<file path="src/rtl/pushbutton_gesture_pkg.sv">
// pushbutton_gesture_pkg: shared types and helpers for the
// pushbutton gesture decoder.
package pushbutton_gesture_pkg;

  typedef enum logic [2:0] {
    ST_IDLE   = 3'd0,
    ST_PRESS1 = 3'd1,
    ST_GAP    = 3'd2,
    ST_PRESS2 = 3'd3,
    ST_LONG   = 3'd4
  } pushbutton_gesture_state_t;

  function automatic int max3(input int a, input int b, input int c);
    int m;
    m = a;
    if (b > m) m = b;
    if (c > m) m = c;
    return m;
  endfunction

endpackage

</file>
<file path="src/rtl/pushbutton.sv">
// pushbutton: synchronizer plus hold-time debounce for a raw
// button level, with a debounced level and a press toggle.
module pushbutton
  import pushbutton_gesture_pkg::*;
#(
  parameter int DEBOUNCE_CYCLES = 31,
  parameter int N_SYNC          = 2
) (
  input  logic i_clk,
  input  logic i_rst,
  input  logic i_cg,
  input  logic i_button,
  output logic o_held,
  output logic o_toggle
);

  localparam int DW = $clog2(DEBOUNCE_CYCLES + 1);

  logic [N_SYNC-1:0] sync_q;
  logic [DW-1:0]     cnt_q;
  logic              held_q;
  logic              toggle_q;
  logic              sync_bit;

  assign sync_bit = sync_q[N_SYNC-1];

  // sync the pin, then accept a new level once it has been
  // seen DEBOUNCE_CYCLES+1 consecutive cycles
  always_ff @(posedge i_clk) begin
    if (i_rst) begin
      sync_q   <= '0;
      cnt_q    <= '0;
      held_q   <= 1'b0;
      toggle_q <= 1'b0;
    end else if (i_cg) begin
      sync_q <= {sync_q[N_SYNC-2:0], i_button};
      if (sync_bit == held_q) begin
        cnt_q <= '0;
      end else if (cnt_q == DW'(DEBOUNCE_CYCLES)) begin
        cnt_q    <= '0;
        held_q   <= sync_bit;
        toggle_q <= toggle_q ^ sync_bit;
      end else begin
        cnt_q <= cnt_q + 1'b1;
      end
    end
  end

  assign o_held   = held_q;
  assign o_toggle = toggle_q;

endmodule

</file>
<file path="src/rtl/pushbutton_gesture.sv">
// pushbutton_gesture: click / double click / long press decoder.
// Define PUSHBUTTON_GESTURE_REPEAT_EN to build the auto-repeat.
module pushbutton_gesture
  import pushbutton_gesture_pkg::*;
#(
  parameter int DEBOUNCE_CYCLES = 31,
  parameter int N_SYNC          = 2,
  parameter int LONG_CYCLES     = 1000,
  parameter int GAP_CYCLES      = 200,
  parameter int REPEAT_CYCLES   = 250
) (
  input  logic       i_clk,
  input  logic       i_rst,
  input  logic       i_cg,
  input  logic       i_button,
  output logic       o_held,
  output logic       o_click,
  output logic       o_doubleClick,
  output logic       o_longPress,
  output logic       o_repeat,
  output logic [2:0] o_state
);

`ifdef PUSHBUTTON_GESTURE_REPEAT_EN
  localparam int CNT_MAX =
    max3(LONG_CYCLES, GAP_CYCLES, REPEAT_CYCLES);
`else
  localparam int CNT_MAX =
    max3(LONG_CYCLES, GAP_CYCLES, 0);
  // repeat period has no effect in this build
  localparam int REPEAT_UNUSED = REPEAT_CYCLES;
`endif
  localparam int CW = $clog2(CNT_MAX + 1);
  localparam logic [CW-1:0] LONG_END = CW'(LONG_CYCLES - 1);
  localparam logic [CW-1:0] GAP_END  = CW'(GAP_CYCLES - 1);

  pushbutton_gesture_state_t state_q, state_d;
  logic [CW-1:0] cntr_q, cntr_d;
  logic deb, deb_prev_q, rise, fall;
  logic click_d, dbl_d, long_d, wrap;
  logic click_q, dbl_pend_q, dbl_q, long_q;
  logic unused_toggle;

  pushbutton #(
    .DEBOUNCE_CYCLES(DEBOUNCE_CYCLES),
    .N_SYNC         (N_SYNC)
  ) u_pushbutton (
    .i_clk   (i_clk),
    .i_rst   (i_rst),
    .i_cg    (i_cg),
    .i_button(i_button),
    .o_held  (deb),
    .o_toggle(unused_toggle)
  );

  assign rise = deb & ~deb_prev_q;
  assign fall = ~deb & deb_prev_q;

`ifdef PUSHBUTTON_GESTURE_REPEAT_EN
  localparam logic [CW-1:0] REP_END = CW'(REPEAT_CYCLES - 1);
  logic rep_d, rep_q;
`endif

  // gesture transitions and pulse requests
  always_comb begin
    state_d = state_q;
    click_d = 1'b0;
    dbl_d   = 1'b0;
    long_d  = 1'b0;
    wrap    = 1'b0;
`ifdef PUSHBUTTON_GESTURE_REPEAT_EN
    rep_d   = 1'b0;
`endif
    unique case (state_q)
      ST_IDLE: begin
        if (rise) state_d = ST_PRESS1;
      end
      ST_PRESS1: begin
        if (fall) begin
          state_d = ST_GAP;
        end else if (cntr_q == LONG_END) begin
          long_d  = 1'b1;
          state_d = ST_LONG;
        end
      end
      ST_GAP: begin
        if (rise) begin
          state_d = ST_PRESS2;
        end else if (cntr_q == GAP_END) begin
          click_d = 1'b1;
          state_d = ST_IDLE;
        end
      end
      ST_PRESS2: begin
        if (fall) begin
          dbl_d   = 1'b1;
          state_d = ST_IDLE;
        end
      end
      ST_LONG: begin
        if (fall) begin
          state_d = ST_IDLE;
`ifdef PUSHBUTTON_GESTURE_REPEAT_EN
        end else if (cntr_q == REP_END) begin
          wrap  = 1'b1;
          rep_d = 1'b1;
`endif
        end
      end
      default: state_d = ST_IDLE;
    endcase
  end

  // shared counter: restarts on any state change or repeat wrap
  always_comb begin
    cntr_d = cntr_q;
    if (state_d != state_q || wrap) begin
      cntr_d = '0;
    end else if (cntr_q != {CW{1'b1}}) begin
      cntr_d = cntr_q + 1'b1;
    end
  end

  // state, counter, edge history and pulse registers
  always_ff @(posedge i_clk or posedge i_rst) begin
    if (i_rst) begin
      state_q    <= ST_IDLE;
      cntr_q     <= '0;
      deb_prev_q <= 1'b0;
      click_q    <= 1'b0;
      dbl_pend_q <= 1'b0;
      dbl_q      <= 1'b0;
      long_q     <= 1'b0;
    end else if (i_cg) begin
      state_q    <= state_d;
      cntr_q     <= cntr_d;
      deb_prev_q <= deb;
      click_q    <= click_d;
      // double click retimed to land two cycles after release
      dbl_pend_q <= dbl_d;
      dbl_q      <= dbl_pend_q;
      long_q     <= long_d;
    end
  end

`ifdef PUSHBUTTON_GESTURE_REPEAT_EN
  // auto-repeat pulse register
  always_ff @(posedge i_clk or posedge i_rst) begin
    if (i_rst) begin
      rep_q <= 1'b0;
    end else if (i_cg) begin
      rep_q <= rep_d;
    end
  end
  assign o_repeat = rep_q;
`else
  assign o_repeat = 1'b0;
`endif

  assign o_held        = deb;
  assign o_click       = click_q;
  assign o_doubleClick = dbl_q;
  assign o_longPress   = long_q;
  assign o_state       = state_q;

endmodule

</file>
<file path="config.mk">
export PLATFORM = sky130hd
export DESIGN_NAME = pushbutton_gesture
export DESIGN_NICKNAME = d
export VERILOG_FILES = /design/src/rtl/pushbutton_gesture_pkg.sv /design/src/rtl/pushbutton.sv /design/src/rtl/pushbutton_gesture.sv
export SDC_FILE = /design/constraint.sdc
export NUM_CORES = 1
export LEC_CHECK = 0
export CAP_MARGIN = 30
export CELL_PAD_IN_SITES_DETAIL_PLACEMENT = 2
export CELL_PAD_IN_SITES_GLOBAL_PLACEMENT = 2
export CORE_MARGIN = 3
export CORE_UTILIZATION = 38
export DETAILED_ROUTE_END_ITERATION = 10
export PLACE_DENSITY = 0.79
export RECOVER_POWER = 100
export SETUP_SLACK_MARGIN = 0.05
export SLEW_MARGIN = 10
export SYNTH_ARGS = -nofsm -noshare
export SYNTH_HDL_FRONTEND = slang
export SYNTH_HIERARCHICAL = 1
export SYNTH_SLANG_ARGS = --single-unit
</file>
<file path="constraint.sdc">
create_clock -name i_clk -period 4.7 [get_ports i_clk]
set_input_delay 0.94 -clock i_clk [delete_from_list [all_inputs] [get_ports i_clk]]
set_output_delay 0.94 -clock i_clk [all_outputs]
set_load 0.005 [all_outputs]
</file>
[Word-level counts from Yosys, hierarchy flattened]
Cells that the tools add are included.
Operators by class
  add/sub/neg operators: 2
  $mul: 0
  div/mod/pow operators: 0
  $lt $le $gt $ge: 0
  equality and inequality tests: 10
  shifts and indexed selects: 0
  mux-type cells: 19
  bitwise logic cells: 5
  reduce and logical (&&, ||, !) cells: 5
Operator list (number)
  $mux W10: 2
  $mux W3: 6
  $pmux W3 S4: 1
  $add A10 B1 Y10 const B: 1
  $eq A10 B10 Y1 const B: 1
  $eq A10 B8 Y1 const B: 1
  $mux W5: 2
  $ne A10 B10 Y1 const B: 1
  $mux W1: 8
  $eq A3 B2 Y1 const B: 2
  $add A5 B1 Y5 const B: 1
  $eq A5 B5 Y1 const B: 1
  $eq A3 B1 Y1 const B: 1
  $eq A3 B3 Y1 const B: 1
  $logic_not A3 Y1: 1
  $ne A3 B3 Y1: 1
  $not A1 Y1: 3
  $reduce_and A3 Y1: 1
  $and A1 B1 Y1: 2
  $reduce_and A2 Y1: 1
  $reduce_bool A2 Y1: 1
  $reduce_or A2 Y1: 1
  $eq A1 B1 Y1: 1
Word-level totals
  bits in registers: 26
  bits in latches: 0
  bits in writable memories: 0
  ROM bits: 0
  bits of input ports: 4
  word-level logic and storage cells: 51
  memories kept: 0

[Logic depth before layout (Yosys ltp)]
  word-level depth: 7
  depth in mapped cells: 7

[Cells and area by module]
Netlist, hierarchy kept.
By module, submodules not included
  pushbutton_gesture: instances 1, cells an instance 121, area an instance 1081.0 µm²
  pushbutton: instances 1, cells an instance 46, area an instance 432.9 µm²

[Worst setup path before layout]
Ideal clock, no wire load.
  kind: flip-flop to flip-flop
  from: register cntr_q[0]
  to: register cntr_q[1]
  library setup time: 128 ps
  data arrival time: 1639 ps
  data required time: 4572 ps
  path slack: 2932 ps
  stages on the path, launching flop included: 8
  clock period less this slack: 1768 ps
  cell sequence: dfrtp_1 -> ha_1 -> and4bb_1 -> o2111ai_2 -> o311a_1 -> buf_6 -> a31oi_4 -> o22ai_1
On the way
  longest elaborated chain between the ends: 7
  elaborated cells on any way between the ends: 14
  classes of those cells: 1 x add/sub; 4 x eq/ne; 7 x mux; 2 x reduce/logical
RTL lines
  start, declared: line pushbutton_gesture.sv:38  | logic [CW-1:0] cntr_q, cntr_d;
  start signal, assigned: line pushbutton_gesture.sv:136  | cntr_q <= cntr_d;
  $eq A10 B8 Y1 or $eq A10 B10 Y1 (tied branches): line pushbutton_gesture.sv:89, pushbutton_gesture.sv:81
  $mux W3, on equally long branches: line pushbutton_gesture.sv:89, pushbutton_gesture.sv:81
  $mux W3, on equally long branches: line pushbutton_gesture.sv:87, pushbutton_gesture.sv:79
  $pmux W3 S4: line pushbutton_gesture.sv:74  | unique case (state_q)
  $ne A3 B3 Y1: line pushbutton_gesture.sv:117  | if (state_d != state_q || wrap) begin
  $reduce_bool A2 Y1 (no source line)
  $reduce_and A2 Y1 (no source line)
Several ways; a longest one is shown, not always the timed one. The select of a mux whose other input is x is not followed.
A chain may end at the register's enable or synchronous reset.

[Worst setup path in the final report]
  from: input port i_cg
  to: register cntr_q[3]
On the way
  longest elaborated chain between the ends: 1
RTL lines
  start, declared: line pushbutton_gesture.sv:14  | input logic i_cg,
  $reduce_and A2 Y1 (no source line)
Every way passes these cells.

==> impl_metrics.toml <==
[run_status]
status = "complete, no violations"

[route]
ant_nets = 0
totalWireLength_mm = 3.99
vias_per_cell = 5.84
first_pass_iters = 4
drtIter0Drc = 57
num_vias = 1255
post_drt_wl_per_cell_um = 18.6
drcViolationCount = 0

[grt]
overflow = 0
grt_max_degree = 24
antenna_found_initial = 0
grt_pass1_wl_mm = 6.82
track_usage_pct = 19.7
grt_pass1_vias = 1303

[setup_path]
worst_r2r_endpoint = "cntr_q[3]"
crit_path_top_delay_cell = "dlygate4sd3_1"
cp.required_ns = 4.86
path_class = "in2reg"
ff2ff_setup_slack_ns = 2.29
r2r-start = "cntr_q[0]"
r2r_cells = 6
critPathBufInv = 2
worst_setup_path_start_kind = "primary input"
crit_chain = "dlygate4sd3_1 -> inv_1 -> nor2_1 -> nand3_1 -> o311ai_0"
crit_path_end_kind = "flop"
cp_top_family = "buffers and inverters"
crit_arrival_ns = 2.96
slowest_delay_ns = 1.05
startpoint = "i_cg"
path_max_fanout = 23

[clock_network]
path_clk_slew_ns = 0.09
cts_tree = "done"
holdBufCountCts = 0
cts_resized = 0
clock_sinks = 26
postCtsSetupRepairBufs = 0
clock_latency_ns = 0.27
clockBufferDepth = 2
cts-root-buf = "clkbuf_8"
cts_inserted_buffers = 3
h-tree-depth = 1

[floorplan]
rows = 21
start_util_pct = 41.8
dieArea_mm2 = 0.00466
fp.dieW_um = 68.3
die_h_um = 68.3
core_region_area_mm2 = 0.00352
ios = 12

[place]
place_ws_ns = 1.70
portBuffers = 10
gp_congestion = 0.776
placed_cells = 211
hpwlAfterDp_mm = 2.92

[layout]
seq_area_um2 = 611
drive_gt1_share_pct = 7.10
finalNetCount = 177
final_cells = 215
fillers = 400
syn2layout_area_growth_pct = 9.52
multi_input_area_um2 = 758
insertedDiodeCount = 0

[synthesis]
synth_cells = 163
yosys_warnings = 6
avgSynthCellArea_um2 = 9.03
syn_nets = 170
synth_area_mm2 = 0.00147

[timing]
period_share_pct = 59.6
skew_ns = 0.00354
layout_min_cycle_time_ns = 2.80
worstMarginPinSlew_ns = 0.789
finalWorstSetupSlack_ns = 1.90
relSlewSlack_pct = 47.2
setup_tns_ns = 0
finalSetupViolCount = 0
fmax_ghz = 0.357
hold_violations = 0
drv_slew = 0
rsz0062_at_grt = "false"
hold_ws_ns = 0.488

[worst_hold_path]
min_path_cells = 2
hold_path_class = "reg2reg"
min-delay-start = "u_pushbutton/cnt_q[4]"
holdPathEnd = "u_pushbutton/cnt_q[4]"

[pwr]
p_leak_nw = 0.679
ir_drop_v = 0.000221
finalPower_mw = 0.552
power_density_mw_per_mm2 = 342

[run]
maxCapViolations = 0
==> metrics by stage <==
stage	utilization, %	area (um2)
3_5_place_dp	44.8	1580
6_report	45.8	1610
3_3_place_gp	44.8	1580
5_1_grt	45.8	1610
4_1_cts	46.1	1620
2_1_floorplan	-	1470
==> flip-flops by register name, summed over array words and instances (netlist names) <==
name	flops
u_pushbutton/cnt_q	5
u_pushbutton/sync_q	2
o_click	1
o_doubleClick	1
dbl_pend_q	1
cntr_q	10
o_longPress	1
u_pushbutton/o_held	1
deb_prev_q	1
o_state	3
==> placed cells by master (no fill, tap or decap), drive strengths merged, types with 2 or more instances in the layout <==
master / n
a21oi: 17
a31o: 2
a31oi: 2
and3: 2
and4bb: 2
clkbuf: 5
dfrtp: 18
dfxtp: 8
dlygate4sd3: 9
ha: 3
inv: 10
mux2: 2
mux2i: 3
nand2: 11
nand2b: 5
nand3: 13
nand3b: 3
nand4: 2
nor2: 11
nor3: 7
o2111ai: 2
o211ai: 2
o21ai: 5
o311ai: 3
o31ai: 3
==> per-layer routing <==
layer / global-route usage, % / wire, um
met5: 0 / 0
met2: 33.2 / 1920
met1: 26.7 / 1970
met4: 5.21 / 25
met3: 1.97 / 83
==> how the worst max path moves through the flow <==
stage	end	depth (start not counted)	slack (ns)
final	cntr_q[3]	5	1.90
after global placement	o_state[1]	5	1.81
after detailed placement	cntr_q[3]	5	1.70
after global routing	cntr_q[3]	5	1.71
after CTS	cntr_q[3]	5	2.00
after floorplan	cntr_q[1]	7	2.93
==> final cells by class <==
| class | instances | area share (%) |
|---|---|---|
| sequential | 26 | 37.9 |
| tap | 46 | 3.57 |
| multi-input combinational | 118 | 47.0 |
| timing repair buffer | 11 | 6.44 |
| clock buffer | 4 | 2.79 |
| inverter | 10 | 2.33 |
==> power breakdown <==
group	internal, mW	total (mW)	switching, mW	leakage (nW)
clock	0.0607	0.133	0.0726	0.0228
combinational	0.0451	0.117	0.0718	0.366
sequential	0.254	0.302	0.0480	0.291
total	0.359	0.552	0.192	0.679
==> worst reg2reg max path, cell delays in order, from the launching register on <==
cell and delay (ns):
dfrtp_1 0.42, ha_1 0.33, and4bb_1 0.27, o2111ai_1 0.20, o311a_1 0.54, nand3_1 0.23, o311ai_0 0.31
No activity file was read; power rests on OpenSTA's default activity.
